==> config.mk <==
export PLATFORM = sky130hd
export DESIGN_NAME = lighthouse_emitter
export DESIGN_NICKNAME = d
export VERILOG_FILES = /design/src/rtl/lighthouse_emitter.sv
export SDC_FILE = /design/constraint.sdc
export NUM_CORES = 1
export LEC_CHECK = 0
export BUFFER_PORTS_ARGS = -buffer_cell sky130_fd_sc_hd__buf_4
export CAP_MARGIN = 20
export CORE_ASPECT_RATIO = 0.75
export CORE_UTILIZATION = 48
export CTS_CLUSTER_SIZE = 30
export DETAILED_ROUTE_END_ITERATION = 10
export PLACE_DENSITY = 0.66
export SLEW_MARGIN = 5
export SYNTH_ARGS = -nofsm -noshare
export SYNTH_HDL_FRONTEND = slang
export SYNTH_SLANG_ARGS = --single-unit
==> constraint.sdc <==
create_clock -name clk -period 7.3 [get_ports clk]
set_input_delay 1.095 -clock clk [delete_from_list [all_inputs] [get_ports clk]]
set_output_delay 1.095 -clock clk [all_outputs]
set_load 0.005 [all_outputs]
==> src/rtl/lighthouse_emitter.sv <==
// lighthouse_emitter: V1-style base station pulse train on one pin.
// Encoded sync flash per frame, optional sweep, alternating X/Y axis.
module lighthouse_emitter #(
  parameter int FRAME_CYCLES = 400000,
  parameter int SYNC_BASE    = 3000,
  parameter int SYNC_STEP    = 500,
  parameter int SWEEP_WIDTH  = 480,
  parameter int MIN_GAP      = 1000,
  parameter int COUNT_BITS   = 19
) (
  input  logic                  clk,
  input  logic                  reset,
  input  logic                  enable,
  input  logic [COUNT_BITS-1:0] angle_x,
  input  logic [COUNT_BITS-1:0] angle_y,
  input  logic                  skip,
  input  logic                  data,
  output logic                  light,
  output logic                  axis,
  output logic                  frame_start,
  output logic                  data_taken,
  output logic                  sweep_skipped
);

  localparam int W = COUNT_BITS;

  localparam logic [W-1:0] LAST  = W'(FRAME_CYCLES - 1);
  localparam logic [W-1:0] BASE  = W'(SYNC_BASE);
  localparam logic [W-1:0] STEP  = W'(SYNC_STEP);
  localparam logic [W-1:0] ONE   = W'(1);
  localparam logic [W:0]   ONE_W = (W+1)'(1);
  localparam logic [W:0]   FRM_W = (W+1)'(FRAME_CYCLES);
  localparam logic [W:0]   GAP_W = (W+1)'(MIN_GAP);
  localparam logic [W:0]   SWP_W = (W+1)'(SWEEP_WIDTH);

  typedef enum logic [2:0] {
    IDLE,
    SYNC,
    GAP,
    SWEEP,
    TAIL
  } state_t;

  state_t state, state_d;

  logic [W-1:0] t, t_d;
  logic [W-1:0] angle_q;
  logic         skip_q, data_q;

  logic         first;
  logic         skip_e, data_e;
  logic [W-1:0] angle_e;
  logic [2:0]   code;
  logic [W-1:0] sync_len;
  logic [W:0]   sweep_end;
  logic         valid;
  logic         wrap;

  // On frame cycle 0 the live inputs are used; latched copies afterwards.
  assign first   = (state == SYNC) && (t == '0);
  assign skip_e  = first ? skip : skip_q;
  assign data_e  = first ? data : data_q;
  assign angle_e = first ? (axis ? angle_y : angle_x) : angle_q;

  assign code      = {skip_e, data_e, axis};
  assign sync_len  = BASE + STEP * W'(code);
  assign sweep_end = {1'b0, angle_e} + SWP_W - ONE_W;
  assign valid     = ({1'b0, angle_e} >= {1'b0, sync_len} + GAP_W)
                  && ({1'b0, angle_e} + SWP_W <= FRM_W);
  assign wrap      = (state != IDLE) && (t == LAST);

  // Next-state and frame counter; frame wrap overrides every phase.
  always_comb begin
    state_d = state;
    t_d     = t;
    unique case (state)
      IDLE: begin
        t_d = '0;
        if (enable) state_d = SYNC;
      end
      SYNC: begin
        t_d = t + ONE;
        if (t == sync_len - ONE) state_d = GAP;
      end
      GAP: begin
        t_d = t + ONE;
        if (valid && (t == angle_e - ONE)) state_d = SWEEP;
      end
      SWEEP: begin
        t_d = t + ONE;
        if ({1'b0, t} == sweep_end) state_d = TAIL;
      end
      TAIL: begin
        t_d = t + ONE;
      end
      default: begin
        state_d = IDLE;
        t_d     = '0;
      end
    endcase
    if (wrap) begin
      state_d = enable ? SYNC : IDLE;
      t_d     = '0;
    end
  end

  // State and counter registers.
  always_ff @(posedge clk or posedge reset) begin
    if (reset) begin
      state <= IDLE;
      t     <= '0;
    end else begin
      state <= state_d;
      t     <= t_d;
    end
  end

  // Frame parameters held for the rest of the frame; axis flips on wrap.
  always_ff @(posedge clk or posedge reset) begin
    if (reset) begin
      skip_q  <= 1'b0;
      data_q  <= 1'b0;
      angle_q <= '0;
      axis    <= 1'b0;
    end else begin
      if (first) begin
        skip_q  <= skip;
        data_q  <= data;
        angle_q <= angle_e;
      end
      if (wrap) axis <= ~axis;
    end
  end

  // Registered pin and strobes so the emitter never glitches.
  always_ff @(posedge clk or posedge reset) begin
    if (reset) begin
      light         <= 1'b0;
      frame_start   <= 1'b0;
      data_taken    <= 1'b0;
      sweep_skipped <= 1'b0;
    end else begin
      light         <= (state == SYNC) || (state == SWEEP);
      frame_start   <= first;
      data_taken    <= first;
      sweep_skipped <= first && !valid;
    end
  end

endmodule

==> summary.md, run 1 <==
| Metric | Value |
|---|---|
| DR vias | about 6200 |
| Syn_area_per_cell | a little under 8 um2 |
| Final setup TNS | 0 ns |
| WHS | approximately 0.56 ns |
| Post-synthesis register bit count | 47 |
| CTS H-tree depth | 2 |
| Kind of critical path | flop to flop |
| Ant diodes | 0 |
| Grt ovf | 0 |
| Share of synthesized registers carrying an async set or reset | between 90% and 100% |
| Status | completed |
| Initial cell density of the core | approximately half |
| Hold path cells | 2 |
| Core area | ~12000 um2 |
| # rows | 35 |
| Later-pin clock latency in the skew report | approximately 0.30 ns |
| CP top delay family | compound AO/OA/AOI/OAI gates |
| Initial antenna violation count | 0 |
| List of most frequent post-synthesis cells | nor2_1, xnor2_1, nand2_1, dfrtp_1, a21oi_1 |
| Most common cell on crit path | xnor2_1 |
| Final Setup Violations | 0 |
| WP depth | 26 |
| Most frequent cell after synthesis | nor2_1 |
| # nets final | approximately 890 |
| Routability Congestion | slightly above 0.9 |
| Startpoint Class | flop |
| CTS Sinks | 47 |
| Hold Vio Cnt, Final | 0 |
| Sequential element share of the synthesized area | a little under a fifth |
| Leakage Power | roughly 2.7 nW |
| Top cell type's share of synthesized area | a little under a fifth |
| Mapped Area | roughly 6200 um2 |
| Worst slew pin tran | about 0.86 ns |
| Cell taking the most area after synthesis | dfrtp_1 |
| Post-CTS resize count | 0 |
| Tcrit/Tclk final | 92.47% |
| Max Fanout on Critical Path | 18 |
| Layout cells sized above 1 | 12.79% |
| Critical Path Start | t[13]$_DFF_PP0_ |
| Port Buf Inserts | between 40 and 50 |
| Slowest cell on crit path | fa_1 |
| Max Slew Vio Count | 0 |
| Ports | 48 |
| Min Tclk post-route | 6.750 ns |
| Final Instance Area | 6815 um2 |
| Critical Path Max Stage Delay | 0.72 ns |
| Max-cap violations | 0 |
| Clock buffer depth | 2 |
| Die W | between 100 and 150 um |
| Syn Nets | 875 |
| Setup Buffers After CTS | 0 |
| Max Clock Skew | 0.01182 ns |
| Yosys warns | 0 |
| Hpwl dp | 15250 um |
| Critical Path RT | around 7.5 ns |
| DIE AREA | around 13000 um2 |
| Syn Inst Count | 798 |
| CP Buf/Inv Count | 2 |
| Fin cells | ~1000 |
| Die Span Y | about 100 um |
| Total CTS buffers | 5 |
| Max Freq | approximately 0.15 GHz |
| DR iter-0 viols | around 530 |
| CTS tree | built |
| Wire length of the first global-routing pass | ~32000 um |
| Number of flops mapped to enable cells by yosys | 0 |
| Count of cell types in the netlist | 84 |
| Gr usage total | between 30% and 40% |
| Root buf cell | clkbuf_16 |
| PD cells | a little under 100 nW/um2 |
| Routed WL | approximately 20000 um |
| Hold-fix buffers, CTS | 0 |
| Nature of the critical path endpoint | flop |
| DR vias/cell | ~6.3 |
| Largest net degree at the start of global routing | 48 |
| Ys flop type | dfrtp_1 |
| Peak supply drop | 0.1323 mV |
| HP Class | flop to flop |
| Pre-Repair DR Iteration Count | 5 |
| Top cells by area, synth | dfrtp_1, xnor2_1, ha_1 |
| Dpl cell area | about 6600 um2 |
| ANT nets after route | 0 |
| Hold_sp | angle_q[0]$_DFFE_PP0N_ |
| FF-to-FF Start | t[13]$_DFF_PP0_ |
| RSZ-0062 raised after global routing | false |
| # fillers | ~1200 |
| Remaining DRCs | 0 |
| Routed WL per cell | ~20 um |
| Inst Count DP | between 900 and 1000 |
| Layout area overhead | 9.796% |
| Biggest regs | angle_q (19), t (19), state (3) |
| Clk slew on worst S/H paths | 0.07 ns |
| Relative slew margins | a little over two fifths |
| Worst EP arrival | between 6 and 7 ns |
| Vias in the first global route | slightly below 6000 |
| R2R cell count | 26 |
## per-layer routing
layer | track usage, % | up-vias | wire length, um
li1 | - | 2945 | -
met3 | 5.128 | 32 | 1640
met5 | 0 | - | 0
met2 | 48.48 | 249 | 8751
met4 | 9.878 | 0 | 514
met1 | 41.39 | 2980 | 8762
## stage by stage
stage                     util, %  setup slack [ns]  total power [mW]
final                       54.80            0.5498            0.6633
after global routing        54.80            0.1572            0.6832
after CTS                   54.72            0.6282            0.6651
after detailed placement    53.20            0.6549            0.3621
after global placement      53.20             1.071            0.3593
after floorplan                 -            0.7788            0.3230
## area by class of cell
cell class | count | area, um2 | area share (%)
tap | 166 | 207.7 | 3.048
clock buffer | 6 | 128.9 | 1.891
clock inverter | 2 | 60.06 | 0.8812
timing repair buffer | 60 | 445.4 | 6.536
sequential | 47 | 1177 | 17.28
multi-input combinational | 662 | 4661 | 68.39
inverter | 36 | 135.1 | 1.983
## tightest hold or removal path: cells and delay by family (launching register included)
kind	cells	cell delay, ns
buffers and inverters	1	0.06
AOI/OAI and AO/OA	1	0.11
DFF	1	0.36
## power breakdown
group | switching, mW | internal (mW)
logic | 0.0485 | 0.0398
registers | 0.00642 | 0.264
clock network | 0.108 | 0.197
total | 0.163 | 0.500
## cells by family after synthesis
| family | share of synthesized area (%) |
|---|---|
| simple gates | 26.00 |
| compound gates | 21.35 |
| xor+xnor | 13.36 |
| buf+inv | 5.967 |
| flops | 18.95 |
| mux | 6.994 |
| fa+ha+maj | 7.378 |
## placed cells by master, fill, tap and decap left out, types with 27 or more instances in the layout
cell type and n:
xor2_1 27, nor2_1 72, buf_4 58, nor3_1 35, nand2_1 52, inv_1 34
a21oi_1 41, o21ai_0 35, ha_1 31, dfrtp_1 46, xnor2_1 65
## worst paths after layout
path	end	slack, ns
worst min register to register	angle_q[0]$_DFFE_PP0N_	0.56
worst max register to register	state[0]$_DFFE_PP0P_	0.55
worst min-delay path	angle_q[0]$_DFFE_PP0N_	0.56
worst max-delay path	state[0]$_DFFE_PP0P_	0.55
min in group asynchronous	sweep_skipped$_DFF_PP0_	0.97
max in group asynchronous	axis$_DFFE_PP0P_	5.87
Note: power is estimated with default switching activity, not from simulation.
==> run 2, diff against run 1 <==
Settings changed: ABC_AREA from default to 1.
==> summary.md, run 2 <==
| Metric | Value |
|---|---|
| Worst slew pin tran | 0.6425 ns (was 0.8637 ns) |
| CTS Sinks | 47 (unchanged) |
| Biggest regs | angle_q (19), t (19), state (3) (unchanged) |
| Routed WL | 17840 um (was 19670 um) |
| Max Clock Skew | 0.007843 ns (was 0.01182 ns) |
| DR vias/cell | 5.303 (was 6.339) |
| Grt ovf | 0 (unchanged) |
| CP Buf/Inv Count | 7 (was 2) |
| Top cells by area, synth | dfrtp_1, nand2_1, inv_1 (was dfrtp_1, xnor2_1, ha_1) |
| Total CTS buffers | 5 (unchanged) |
| Relative slew margins | 57.17% (was 41.98%) |
| Die W | 132.7 um (was 133.3 um) |
| Max Slew Vio Count | 0 (unchanged) |
| Met2 Wirelength | 7242 um (was 8751 um) |
| HP Class | flop to flop (unchanged) |
| Startpoint Class | flop (unchanged) |
| Syn_area_per_cell | 6.314 um2 (was 7.778 um2) |
| Max Fanout on Critical Path | 7 (was 18) |
| Worst EP arrival | 6.79 ns (was 6.99 ns) |
| CP top delay family | simple AND/OR/NAND/NOR gates (was compound AO/OA/AOI/OAI gates) |
| CTS H-tree depth | 2 (unchanged) |
| Final setup TNS | 0 ns (unchanged) |
| Ys flop type | dfrtp_1 (unchanged) |
| Mapped Area | 6150 um2 (was 6207 um2) |
| DIE AREA | 13270 um2 (was 13400 um2) |
| # nets final | 1090 (was 889) |
| RSZ-0062 raised after global routing | false (unchanged) |
| Port Buf Inserts | 47 (unchanged) |
| DR vias | 6257 (was 6206) |
| Status | completed (unchanged) |
| Sequential element share of the synthesized area | 19.13% (was 18.95%) |
| Slowest cell on crit path | fa_2 (was fa_1) |
| Critical Path RT | 7.49 ns (was 7.54 ns) |
| Vias in the first global route | 5656 (was 5928) |
| Max Freq | 0.1515 GHz (was 0.1481 GHz) |
| CTS tree | built (unchanged) |
| Hpwl dp | 14000 um (was 15250 um) |
| Commonest cells after routing, fill and taps aside | nand2_1, inv_1, nor2_1 (was nor2_1, xnor2_1, buf_4) |
| Root buf cell | clkbuf_16 (unchanged) |
| Register area | 1176 um2 (was 1177 um2) |
| List of most frequent post-synthesis cells | nand2_1, inv_1, nor2_1, nand3_1, dfrtp_1 (was nor2_1, xnor2_1, nand2_1, dfrtp_1, a21oi_1) |
| Layout cells sized above 1 | 16.77% (was 12.79%) |
| Critical Path Max Stage Delay | 0.68 ns (was 0.72 ns) |
| Yosys warns | 0 (unchanged) |
| Max Used Layer | met4 (unchanged) |
| DR iter-0 viols | 518 (was 534) |
| Top cell type's share of synthesized area | 19.13% (was 18.95%) |
| Pre-Repair DR Iteration Count | 5 (unchanged) |
| Most frequent cell after synthesis | nand2_1 (was nor2_1) |
| Wire length of the first global-routing pass | 29070 um (was 31550 um) |
| Count of cell types in the netlist | 46 (was 84) |
| Multi-input combinational cell area | 4257 um2 (was 4661 um2) |
| WL met3 | 1734 um (was 1640 um) |
| Max-cap violations | 0 (unchanged) |
| Share of synthesized registers carrying an async set or reset | 100.0% (unchanged) |
| Syn Nets | 1051 (was 875) |
| Clk slew on worst S/H paths | 0.07 ns (about the same) |
| Initial cell density of the core | 49.62% (was 49.91%) |
| Routed WL per cell | 15.12 um (was 20.09 um) |
| # fillers | 1231 (was 1205) |
| ANT nets after route | 0 (unchanged) |
| Tcrit/Tclk final | 90.41% (was 92.47%) |
| Ports | 48 (unchanged) |
| Min Tclk post-route | 6.600 ns (was 6.750 ns) |
| Core area | 12390 um2 (was 12440 um2) |
| Number of flops mapped to enable cells by yosys | 0 (unchanged) |
| Hold Vio Cnt, Final | 0 (unchanged) |
| # rows | 35 (unchanged) |
| Ant diodes | 0 (unchanged) |
| Kind of critical path | flop to flop (unchanged) |
| Largest net degree at the start of global routing | 48 (unchanged) |
| Post-synthesis register bit count | 47 (unchanged) |
| Most common cell after layout, fill and taps aside | nand2_1 (was nor2_1) |
| Most common cell on crit path | nand2_1 (was xnor2_1) |
| Nature of the critical path endpoint | flop (unchanged) |
| Final Setup Violations | 0 (unchanged) |
| Die Span Y | 100.0 um (was 100.5 um) |
| Syn Inst Count | 974 (was 798) |
| Remaining DRCs | 0 (unchanged) |
| Later-pin clock latency in the skew report | 0.30 ns (about the same) |
| Routability Congestion | 0.9347 (was 0.9222) |
| Initial antenna violation count | 0 (unchanged) |
| Clock buffer depth | 2 (unchanged) |
| Layout area overhead | 9.217% (was 9.796%) |
| Cell taking the most area after synthesis | dfrtp_1 (unchanged) |
| Gr usage total | 28.01% (was 30.22%) |
| Met1 WL | 8640 um (was 8762 um) |
[run 2: layout make-up]
class                   instances  area share [%]
multi-input cells             766           63.38
flip-flops and latches         47           17.51
inverters                     137           7.656
repair buffers                 56           6.259
well taps                     166           3.092
clock buffers                   6           1.919
clock inverters                 2          0.1863
[run 2: cell families (layout without fill, tap and decap cells)]
kind of cell,after synthesis,count (layout),share of synthesized area (%)
AO/OA/AOI/OAI,66,66,6.144
XOR/XNOR,45,45,6.775
adder cells (fa/ha/maj),34,34,7.284
buffers and inverters,161,201,11.74
flip-flops,47,47,19.13
AND/OR/NAND/NOR,621,621,48.93
[run 2: routing by layer]
layer  GRT usage, %  vias up
li1               -     3179
met1          41.84     2814
met2          41.98      246
met3          5.202       18
met4          5.040        0
met5              0        -
[run 2: worst paths after layout]
check,start,to,slack (ns),cells after the start
setup reg to reg,t[0]$_DFF_PP0_,state[0]$_DFFE_PP0P_,0.70,46
min in group asynchronous,reset,light$_DFF_PP0_,0.96,3
hold / removal,t[0]$_DFF_PP0_,t[0]$_DFF_PP0_,0.47,1
setup / recovery,t[0]$_DFF_PP0_,state[0]$_DFFE_PP0P_,0.70,46
max in group asynchronous,reset,angle_q[13]$_DFFE_PP0N_,5.89,3
hold reg to reg,t[0]$_DFF_PP0_,t[0]$_DFF_PP0_,0.47,1
[run 2: what timing repair did]
| action | CTS | global route |
|---|---|---|
| setup buffers | 0 | 0 |
| endpoints found under the setup margin | 0 | 3 |
| gates resized for setup | 0 | 3 |
| hold buffers | 0 | 0 |
| endpoints found under the hold margin | 0 | 0 |
[run 2: through the flow]
stage | area (um2) | worst slack (ns) | std cells | utilization (%) | hold slack, ns
6_report | 6716 | 0.6999 | 1180 | 54.19 | 0.4705
5_1_grt | 6716 | 0.03633 | 1180 | 54.19 | 0.4862
4_1_cts | 6711 | 0.6289 | 1180 | 54.15 | 0.4658
3_5_place_dp | 6570 | 0.6530 | 1172 | 53.01 | 0.4575
3_3_place_gp | 6570 | 0.8420 | 1172 | 53.01 | 0.4433
2_1_floorplan | 6150 | 1.348 | 974 | - | 0.4322
Power of run 2 is left out: the tool's default activity adds up to more than one toggle a clock period on the data nets, which glitch-free logic cannot reach.
